$ cat config.mk
export PLATFORM = sky130hd
export DESIGN_NAME = conv1d_stream
export DESIGN_NICKNAME = d
export VERILOG_FILES = /design/src/rtl/conv_pkg.sv /design/src/rtl/conv_mac.sv /design/src/rtl/conv1d_stream.sv
export SDC_FILE = /design/constraint.sdc
export NUM_CORES = 1
export LEC_CHECK = 0
export CORE_ASPECT_RATIO = 0.9
export CORE_UTILIZATION = 51
export CTS_BUF_LIST = sky130_fd_sc_hd__clkbuf_16
export DETAILED_ROUTE_END_ITERATION = 8
export PLACE_DENSITY = 0.68
export SLEW_MARGIN = 10
export SYNTH_ARGS = -nofsm -noshare
export SYNTH_HDL_FRONTEND = slang
export SYNTH_HIERARCHICAL = 1
export SYNTH_SLANG_ARGS = --single-unit
$ cat constraint.sdc
create_clock -name clk -period 11.7 [get_ports clk]
set_clock_uncertainty 0.15 [all_clocks]
set_input_delay 1.17 -clock clk [delete_from_list [all_inputs] [get_ports clk]]
set_output_delay 1.17 -clock clk [all_outputs]
set_load 0.1 [all_outputs]
$ cat src/rtl/conv_pkg.sv
// Shared state encodings and width helpers for the streaming 1-D convolution engine.
package conv_pkg;

    localparam logic [2:0] IDLE   = 3'd0;
    localparam logic [2:0] LOAD_K = 3'd1;
    localparam logic [2:0] STREAM = 3'd2;
    localparam logic [2:0] FLUSH  = 3'd3;
    localparam logic [2:0] FIN    = 3'd4;

    function automatic int clog2(input int v);
        int r;
        int p;
        r = 0;
        p = 1;
        while (p < v) begin
            p = p * 2;
            r = r + 1;
        end
        return r;
    endfunction

    // Full-precision width of an n-tap sum of dw x dw products; n=1 gives 2*dw.
    function automatic int calc_ow(input int dw, input int n);
        return 2 * dw + clog2(n);
    endfunction

endpackage

$ cat src/rtl/conv_mac.sv
// Combinational N-tap multiply-accumulate; operands are sign- or zero-extended to OW.
module conv_mac
    import conv_pkg::*;
#(
    parameter int DW     = 8,
    parameter int N      = 5,
    parameter int SIGNED = 0,
    parameter int OW     = calc_ow(DW, N)
) (
    input  logic [N*DW-1:0] kern,
    input  logic [N*DW-1:0] win,
    output logic [OW-1:0]   sum
);

    function automatic logic signed [OW-1:0] ext(input logic [DW-1:0] v);
        logic fill;
        fill = (SIGNED != 0) && v[DW-1];
        return $signed({{(OW-DW){fill}}, v});
    endfunction

    logic signed [OW-1:0] acc;

    // OW is wide enough for the whole sum, so arithmetic modulo 2^OW is exact.
    always_comb begin
        acc = '0;
        for (int i = 0; i < N; i++) begin
            acc = acc + ext(kern[i*DW +: DW]) * ext(win[i*DW +: DW]);
        end
    end

    assign sum = acc;

endmodule

$ cat src/rtl/conv1d_stream.sv
// Streaming 1-D linear convolution: loads N kernel taps, streams M samples, emits M+N-1 outputs.
module conv1d_stream
    import conv_pkg::*;
#(
    parameter int DW     = 8,
    parameter int M      = 6,
    parameter int N      = 5,
    parameter int SIGNED = 0,
    parameter int OW     = calc_ow(DW, N)
) (
    input  logic          clk,
    input  logic          rst,
    input  logic          start,
    input  logic          k_valid,
    input  logic [DW-1:0] k_data,
    output logic          k_ready,
    input  logic          x_valid,
    input  logic [DW-1:0] x_data,
    output logic          x_ready,
    output logic          y_valid,
    output logic [OW-1:0] y_data,
    output logic          y_last,
    input  logic          y_ready,
    output logic          busy,
    output logic          done
);

    localparam int          HW    = (N > 1) ? (N - 1) * DW : DW;
    localparam logic [31:0] KLAST = 32'(N - 1);
    localparam logic [31:0] XLAST = 32'(M - 1);
    localparam logic [31:0] FLAST = 32'((N > 1) ? N - 2 : 0);

    logic [2:0]      state;
    logic [31:0]     kcnt;
    logic [31:0]     xcnt;
    logic [31:0]     fcnt;
    logic [N*DW-1:0] kvec;
    logic [HW-1:0]   hist;
    logic [N*DW-1:0] win;
    logic [DW-1:0]   smp;
    logic [OW-1:0]   mac;
    logic            adv;
    logic            fire;
    logic            last_out;

    // A new result may be loaded whenever the output register is empty or draining.
    assign adv     = !y_valid || y_ready;
    assign k_ready = (state == LOAD_K);
    assign x_ready = (state == STREAM) && adv;
    assign busy    = (state != IDLE);
    assign smp     = (state == STREAM) ? x_data : '0;
    assign fire    = ((state == STREAM) && x_valid && adv) || ((state == FLUSH) && adv);

    assign last_out = ((state == FLUSH) && (fcnt == FLAST)) ||
                      ((state == STREAM) && (N == 1) && (xcnt == XLAST));

    always_comb begin
        win = '0;
        win[DW-1:0] = smp;
        for (int i = 1; i < N; i++) begin
            win[i*DW +: DW] = hist[(i-1)*DW +: DW];
        end
    end

    conv_mac #(
        .DW     (DW),
        .N      (N),
        .SIGNED (SIGNED),
        .OW     (OW)
    ) u_mac (
        .kern (kvec),
        .win  (win),
        .sum  (mac)
    );

    always_ff @(posedge clk or negedge rst) begin
        if (!rst) begin
            state   <= IDLE;
            kcnt    <= '0;
            xcnt    <= '0;
            fcnt    <= '0;
            kvec    <= '0;
            hist    <= '0;
            y_data  <= '0;
            y_valid <= 1'b0;
            y_last  <= 1'b0;
            done    <= 1'b0;
        end else begin
            done <= 1'b0;
            case (state)
                IDLE: begin
                    if (start) begin
                        state <= LOAD_K;
                        kcnt  <= '0;
                        xcnt  <= '0;
                        fcnt  <= '0;
                        hist  <= '0;
                    end
                end
                LOAD_K: begin
                    if (k_valid) begin
                        kvec[kcnt*DW +: DW] <= k_data;
                        kcnt <= kcnt + 32'd1;
                        if (kcnt == KLAST) state <= STREAM;
                    end
                end
                STREAM: begin
                    if (fire) begin
                        xcnt <= xcnt + 32'd1;
                        if (xcnt == XLAST) state <= (N == 1) ? FIN : FLUSH;
                    end
                end
                FLUSH: begin
                    if (fire) begin
                        fcnt <= fcnt + 32'd1;
                        if (fcnt == FLAST) state <= FIN;
                    end
                end
                FIN: begin
                    if (y_valid && y_ready) begin
                        done  <= 1'b1;
                        state <= IDLE;
                    end
                end
                default: state <= IDLE;
            endcase

            // Output register stage: load a new MAC result or drain on handshake.
            if (fire) begin
                hist    <= win[HW-1:0];
                y_data  <= mac;
                y_valid <= 1'b1;
                y_last  <= last_out;
            end else if (y_valid && y_ready) begin
                y_valid <= 1'b0;
                y_last  <= 1'b0;
            end
        end
    end

endmodule

=== Yosys cells after proc, flatten, opt, wreduce, memory -nomap -nowiden ===
Cells that the tools add are included.

* $add $sub $neg: 8
* Multiply operators: 5
* Equal/unequal tests: 15
* Shifts and indexed selects: 2
* Mux-type cells: 25
* Reduce and logical (&&, ||, !) cells: 23

{| class="wikitable"
|+ Operators with widths
! cell !! count
|-
| 32-bit two-way mux || 6
|-
| 32-bit one-hot mux with 2 select lines || 3
|-
| 32-bit by 1-bit adder with 32-bit output, second input constant || 3
|-
| 8-bit by 8-bit multiplier with 16-bit output || 5
|-
| 19-bit adder || 4
|-
| 32-bit by 3-bit equality test with 1-bit output, second input constant || 2
|-
| 40-bit bitwise mux || 1
|-
| 8-bit by 34-bit variable shift with 40-bit output, first input constant || 1
|-
| 8-bit by 34-bit indexed part select with 40-bit output || 1
|-
| 32-bit negator with 34-bit output || 1
|-
| 32-bit by 2-bit equality test with 1-bit output, second input constant || 1
|-
| 3-bit two-way mux || 8
|-
| 3-bit one-hot mux with 5 select lines || 1
|-
| 2-bit nonzero test || 6
|-
| 2-bit inequality test, second input constant || 5
|-
| 3-bit AND reduction || 3
|-
| 8-bit two-way mux || 1
|-
| 8-bit AND reduction || 1
|-
| 3-bit by 2-bit equality test with 1-bit output, second input constant || 2
|-
| 1-bit logical AND || 6
|-
| 2-bit by 1-bit inequality test with 1-bit output, second input constant || 3
|-
| 1-bit two-way mux || 5
|-
| 2-bit AND reduction || 2
|-
| 3-bit by 1-bit equality test with 1-bit output, second input constant || 1
|-
| other kinds (5) || 6
|}

* Flip-flop bits (word level): 193
* Input port bits: 22
* Output and inout port bits: 25
* Word-level logic and storage cells: 88

=== Depth between registers and ports, before layout ===
Gate-level depths: netlist of run 1.

* Depth after elaboration: 7
* Mapped depth: 38
* Gate-level depth less buffers: 38

=== Hierarchy ===
Netlist of run 1, hierarchy kept.

{| class="wikitable"
|+ By module, submodules not included
! module !! instances !! cells an instance !! area an instance (µm²)
|-
| conv_mac || 1 || 1269 || 11473.5
|-
| conv1d_stream || 1 || 1053 || 9850.7
|}

=== Least setup slack after synthesis of run 1 ===
Ideal clock, no wire load.

* Path kind: register to register
* From: reg kvec[33]
* To: reg y_data[16]
* Library setup time: 0.068 ns
* Arrival: 8.937 ns
* Setup slack: 2.546 ns
* Stages on the path, launching flop included: 37
* Path buffers: 0
* Period minus slack after synthesis: 9.154 ns
* Path through: dfrtp_1 > and2_1 > fa_1 > fa_1 > inv_1 > fa_1 > fa_1 > inv_1 > ha_1 > o21a_1 > o31a_1 > nor2_1 > inv_1 > a21oi_1 > xnor2_1 > fa_1 > inv_1 > fa_1 > inv_1 > fa_1 > fa_1 > inv_1 > fa_1 > inv_1 > fa_1 > inv_1 > fa_1 > inv_1 > ha_1 > a21oi_1 > o21ai_0 > a41o_1 > a41o_1 > nor4b_2 > a211o_1 > nand2_1 > nand2_1

* Longest elaborated chain between the ends: 2

{| class="wikitable"
|+ Ends and longest elaborated chain
! item !! line !! source
|-
| start: declaration || conv1d_stream.sv:37 || <nowiki>logic [N*DW-1:0] kvec;</nowiki>
|-
| start signal: indexed assignment || conv1d_stream.sv:102 || <nowiki>kvec[kcnt*DW +: DW] <= k_data;</nowiki>
|-
| 8-bit by 8-bit multiplier with 16-bit output || conv_mac.sv:27 || <nowiki>acc = acc + ext(kern[i*DW +: DW]) * ext(win[i*DW +: DW]);</nowiki>
|-
| 19-bit adder || conv_mac.sv:27 ||
|-
| via mac[16] || conv1d_stream.sv:41 || <nowiki>logic [OW-1:0] mac;</nowiki>
|-
| end signal: assignment || conv1d_stream.sv:131 || <nowiki>y_data <= mac;</nowiki>
|-
| end: declaration || conv1d_stream.sv:21 || <nowiki>output logic [OW-1:0] y_data,</nowiki>
|}

The timed path passes the listed nets, and every way through them passes these cells.
A chain may end at the register's enable or synchronous reset.

=== Final worst setup path of run 1 ===
* From: reg kvec[33]
* To: reg y_data[17]

The elaborated chain is that of the path after synthesis.

==> results of run 1 <==
## tightest hold or removal path, stage by stage (launching register included)
cell     delay (ns)
dfrtp_1        0.35
nand2_1        0.05
nand2_1        0.05
## logic make-up (layout without fill, tap and decap cells)
family,Yosys count,count (layout),synth area share
compound gates,148,148,0.0439
xor+xnor,108,108,0.0444
fa+ha+maj,441,441,0.356
buf+inv,470,496,0.0837
flops,193,193,0.226
mux,45,45,0.0232
simple gates,917,917,0.222
## state kept, by name, summed over array words and instances (netlist names)
name / count
kcnt: 32
y_valid: 1
hist: 32
xcnt: 32
done: 1
y_last: 1
state: 3
fcnt: 32
kvec: 40
y_data: 19
## how the worst max path moves through the flow
stage	start	endpoint	depth (start not counted)
2_1_floorplan	kvec[33]	y_data[16]	36
3_3_place_gp	kvec[33]	y_data[17]	35
3_5_place_dp	kvec[37]	y_data[17]	36
4_1_cts	kvec[37]	y_data[17]	36
5_1_grt	kvec[37]	y_data[17]	36
6_report	kvec[33]	y_data[17]	35
## through the flow
stage / setup slack [ns] / cells / util
2_1_floorplan: 2.55 / 2322 / -
3_3_place_gp: 1.97 / 2856 / 0.545
3_5_place_dp: 1.72 / 2856 / 0.545
4_1_cts: 1.70 / 2888 / 0.561
5_1_grt: 1.25 / 2888 / 0.561
6_report: 1.72 / 2888 / 0.561
## power by group
| group | leakage [nW] | internal (mW) | switching [mW] |
|---|---|---|---|
| logic | 8.64 | 0.772 | 1.48 |
| registers | 2.62 | 0.751 | 0.217 |
| clock network | 0.305 | 0.344 | 0.311 |
| total | 11.6 | 1.87 | 2.01 |
## area by class of cell
cell class	instances	area, µm²
clock buffers	17	425
clock inverters	15	201
fillers	3684	18000
inverters	409	1540
multi-input cells	1659	14700
flip-flops and latches	193	4830
well taps	540	676
repair buffers	55	532
## layer usage
metal | GRT usage | share of wire | routed length [µm] | vias up
li1 | - | - | - | 7365
met1 | 0.350 | 0.44 | 22900 | 8046
met2 | 0.422 | 0.48 | 25200 | 431
met3 | 0.0499 | 0.052 | 2720 | 86
met4 | 0.0978 | 0.033 | 1760 | 2
met5 | 0 | 0.00023 | 12 | -
## cells in the final DEF (no fill, tap or decap), types with 42 or more instances in the layout
| cell type | netlist | routed |
|---|---|---|
| a21oi_1 | 44 | 44 |
| and2_1 | 191 | 191 |
| clkdlybuf4s50_1 | 0 | 45 |
| dfrtp_1 | 193 | 193 |
| fa_1 | 277 | 277 |
| ha_1 | 164 | 164 |
| inv_1 | 409 | 409 |
| nand2_1 | 332 | 331 |
| nand3_1 | 77 | 77 |
| nor2_1 | 117 | 116 |
| xnor2_1 | 42 | 42 |
| xor2_1 | 66 | 66 |
==> results.toml, run 1 <==
[timing]
slew_headroom = 0.280
finalSetupViolations = 0
worst_pin_slew_ns = 1.08
period_share = 0.853
fin_hold_ws_ns = 0.321
period_needed_ns = 9.98
fmax_mhz = 100
fin_setup_tns_ns = 0
rsz0062_at_grt = "no"
final_max_slew_viol_count = 0
hold_violations = 0

[finish]
area_delta_synth_final_pct = 7.51
drive_gt1_frac = 0.0439
fin_nets = 2798
finalInstanceArea_um2 = 22900
n_antenna_cell = 0

[setup_path]
crit_arrival_ns = 10.25
worst-path-buf-inv = 9
cpMaxStageDelayCell = "fa_1"
worstSetupPathType = "flop to flop"
rr_worst_depth = 35
cp.required_ns = 11.97
reg2reg_slack_ns = 1.72
cp-start-kind = "flop"
crit_path_max_fanout = 9
cp-end-kind = "flop"
r2r_end = "y_data[17]"
worstReg2RegStart = "kvec[33]"
crit_path_max_incr_delay_ns = 0.54
cpMostUsedCell = "fa_1"
critPathTopFamily = "adder cells"

[clock_tree]
cts_tree = "yes"
clkSinkCount = 193
cts_made_buffers = 17
cts_setup_buffers = 0
clock_latency_ns = 0.48
root_buffer = "clkbuf_16"
cts_buffer_depth = 2
ctsHoldBuffers = 0
cts_htree_levels = 4
ctsResizeCount = 0
clkTransAtPathRegs_ns = 0.08

[floorplan]
die_w_um = 218
die_y_um = 196
io_pins = 47
die_area_um2 = 42600
num_rows = 70
initial_core_util = 0.521
core_um2 = 40900

[routing]
drt_iter0_drc = 980
wl_per_cell_um = 18.2
routed_wl_um = 52600
drt-vias-per-instance = 5.52
dr.pass1.iters = 5
ant_nets = 0
vias = 15900
drc_errors = 0

[placed_design]
postPlaceCellArea_um2 = 22300
routabilityCongestion = 0.876
portBuffers = 46
dp_hpwl_um = 40500

[synthesis]
synth_top_area_cell = "fa_1"
syn-cell-area_um2 = 21300
netlist-cell-type-count = 75
synthArstFlopShare = 1.00
syn_avg_cell_area_um2 = 9.18
yosys-top-cells-count = "409 x inv_1, 332 x nand2_1, 277 x fa_1, 193 x dfrtp_1, 191 x and2_1"
synth_edf_count = 0
ys_top_cells_by_area = "fa_1 26%, dfrtp_1 23%, ha_1 9.6%, inv_1 7.2%, nand2_1 5.8%"
syn-num-nets = 2785
yosys.area.top_type_share = 0.260
yosysWarnings = 6
synth_flop_cell = "dfrtp_1"
yosysMostFrequentCell = "inv_1"
seq_area_frac_synth = 0.226
yosys_register_bits = 193
syn_inst = 2322

[hold_path]
hold_start = "y_data[6]"
whs_path_depth = 2
min_to = "y_data[6]"
hp-class = "flop to flop"

[power]
ir_worst_vdd_mv = 0.222
power.density_nw_per_um2 = 169
total_power_mw = 3.88
power.leakage_nw = 11.6

[global_routing]
grt_first_pass_wirelength_um = 86700
grt_start_max_net_pins = 92
antenna_found_initial = 1
grt_overflow_total = 0
grt_pass1_vias = 16500
grtUsageTotal = 0.262

[outcome]
outcome = "complete, no violations"

[run]
maxCapViolCount = 0
Note: power is estimated with default switching activity, not from simulation.
==> run 2: changes to the inputs <==
--- a/config.mk
+++ b/config.mk
@@ -10,7 +10,7 @@
 export CTS_BUF_LIST = sky130_fd_sc_hd__clkbuf_16
 export DETAILED_ROUTE_END_ITERATION = 8
 export PLACE_DENSITY = 0.68
-export SLEW_MARGIN = 10
+export SLEW_MARGIN = 20
 export SYNTH_ARGS = -nofsm -noshare
 export SYNTH_HDL_FRONTEND = slang
 export SYNTH_HIERARCHICAL = 1
==> results.toml, run 2 (synthesis results as in run 1) <==
[outcome]
outcome = "complete, no violations"

[floorplan]
core_um2 = 40900
die_y_um = 196
num_rows = 70
die_area_um2 = 42600
io_pins = 47
initial_core_util = 0.521
die_w_um = 218

[run]
maxCapViolCount = 0

[clock_tree]
cts_tree = "yes"
clkSinkCount = 193
ctsResizeCount = 0
cts_htree_levels = 4
ctsHoldBuffers = 0
clock_latency_ns = 0.48
clkTransAtPathRegs_ns = 0.08
root_buffer = "clkbuf_16"
cts_made_buffers = 17
cts_buffer_depth = 2
cts_setup_buffers = 0

[setup_path]
worstReg2RegStart = "kvec[33]"
reg2reg_slack_ns = 1.72
cpMaxStageDelayCell = "fa_1"
crit_arrival_ns = 10.26
crit_path_max_fanout = 9
worstSetupPathType = "flop to flop"
cp-start-kind = "flop"
cp.required_ns = 11.97
r2r_end = "y_data[17]"
cpMostUsedCell = "fa_1"
crit_path_max_incr_delay_ns = 0.54
cp-end-kind = "flop"
rr_worst_depth = 35

[finish]
n_antenna_cell = 0
fin_nets = 2798
largest_reg_flops = 40
final_common_cell = "inv_1"
regMostFlops = "kvec"
drive_gt1_frac = 0.0439
finalInstanceArea_um2 = 22900
fin_util = 0.561
mostFrequentLayoutCells = "409 x inv_1, 331 x nand2_1, 277 x fa_1"
fin_cells = 2888
area_delta_synth_final_pct = 7.53

[hold_path]
hp-class = "flop to flop"
min_to = "y_data[6]"
hold_start = "y_data[6]"
whs_path_depth = 2

[timing]
rsz0062_at_grt = "no"
period_needed_ns = 9.98
fin_setup_tns_ns = 0
worst_pin_slew_ns = 1.08
period_share = 0.853
final_max_slew_viol_count = 0
fmax_mhz = 100
hold_violations = 0
fin_hold_ws_ns = 0.321
finalSetupViolations = 0
slew_headroom = 0.280

[global_routing]
grt_pass1_vias = 16500
grtUsageTotal = 0.262
antenna_found_initial = 1
grt_overflow_total = 0
grt_first_pass_wirelength_um = 86700
grt_start_max_net_pins = 92

[power]
ir_worst_vdd_mv = 0.223
power.density_nw_per_um2 = 169
power.leakage_nw = 11.6

[routing]
drt_iter0_drc = 964
routed_wl_um = 52600
drc_errors = 0
wl_per_cell_um = 18.2
drt-vias-per-instance = 5.52
dr.pass1.iters = 5
ant_nets = 0
vias = 15900

[placed_design]
portBuffers = 46
postPlaceCellArea_um2 = 22300
dp_hpwl_um = 40500
placed_cells = 2856
routabilityCongestion = 0.876
## run 2: changes by cell type in the layout (fill, tap and decap cells not counted)
| cell | delta |
|---|---|
| buf_6 | +1 |
| buf_4 | -1 |
## run 2: power breakdown
part	internal, mW	leakage [nW]	switching (mW)
sequential	0.751	2.62	0.218
clock	0.344	0.305	0.310
combinational	0.773	8.64	1.48
total	1.87	11.6	2.01
## run 2: worst max-delay path by stage
stage | endpoint | depth (start not counted) | slack [ns] | start
final | y_data[17] | 35 | 1.72 | kvec[33]
after global routing | y_data[17] | 36 | 1.25 | kvec[37]
after CTS | y_data[17] | 36 | 1.70 | kvec[37]
after detailed placement | y_data[17] | 36 | 1.72 | kvec[37]
after global placement | y_data[17] | 35 | 1.97 | kvec[33]
after floorplan | y_data[16] | 36 | 2.55 | kvec[33]
## run 2: layout make-up
type | count | area, µm²
clock buffer | 17 | 425
clock inverter | 15 | 201
fill | 3685 | 18000
inverter | 409 | 1540
multi-input combinational | 1659 | 14700
sequential | 193 | 4830
tap | 540 | 676
timing repair buffer | 55 | 536
## run 2: per-layer routing
| metal | global-route usage | part of all wire | vias to the layer above |
|---|---|---|---|
| li1 | - | - | 7366 |
| met1 | 0.350 | 0.44 | 8062 |
| met2 | 0.422 | 0.48 | 425 |
| met3 | 0.0499 | 0.052 | 86 |
| met4 | 0.0978 | 0.033 | 2 |
| met5 | 0 | 0.00023 | - |
## run 2: per-stage QoR
stage	worst slack, ns	power, mW
floorplan	2.55	2.59
global placement	1.97	3.18
detailed placement	1.72	3.25
CTS	1.70	3.91
global route	1.25	4.20
finish	1.72	3.88
## run 2: worst max-delay path, delay by kind of cell, from the launching register on
kind	cells	cell delay [ns]
xor gates and xnor gates	1	0.11
adders and majority gates	13	6.26
and+or+nand+nor	5	0.73
AOI/OAI and AO/OA	7	1.73
DFF	1	0.49
buffers and inverters	9	0.47
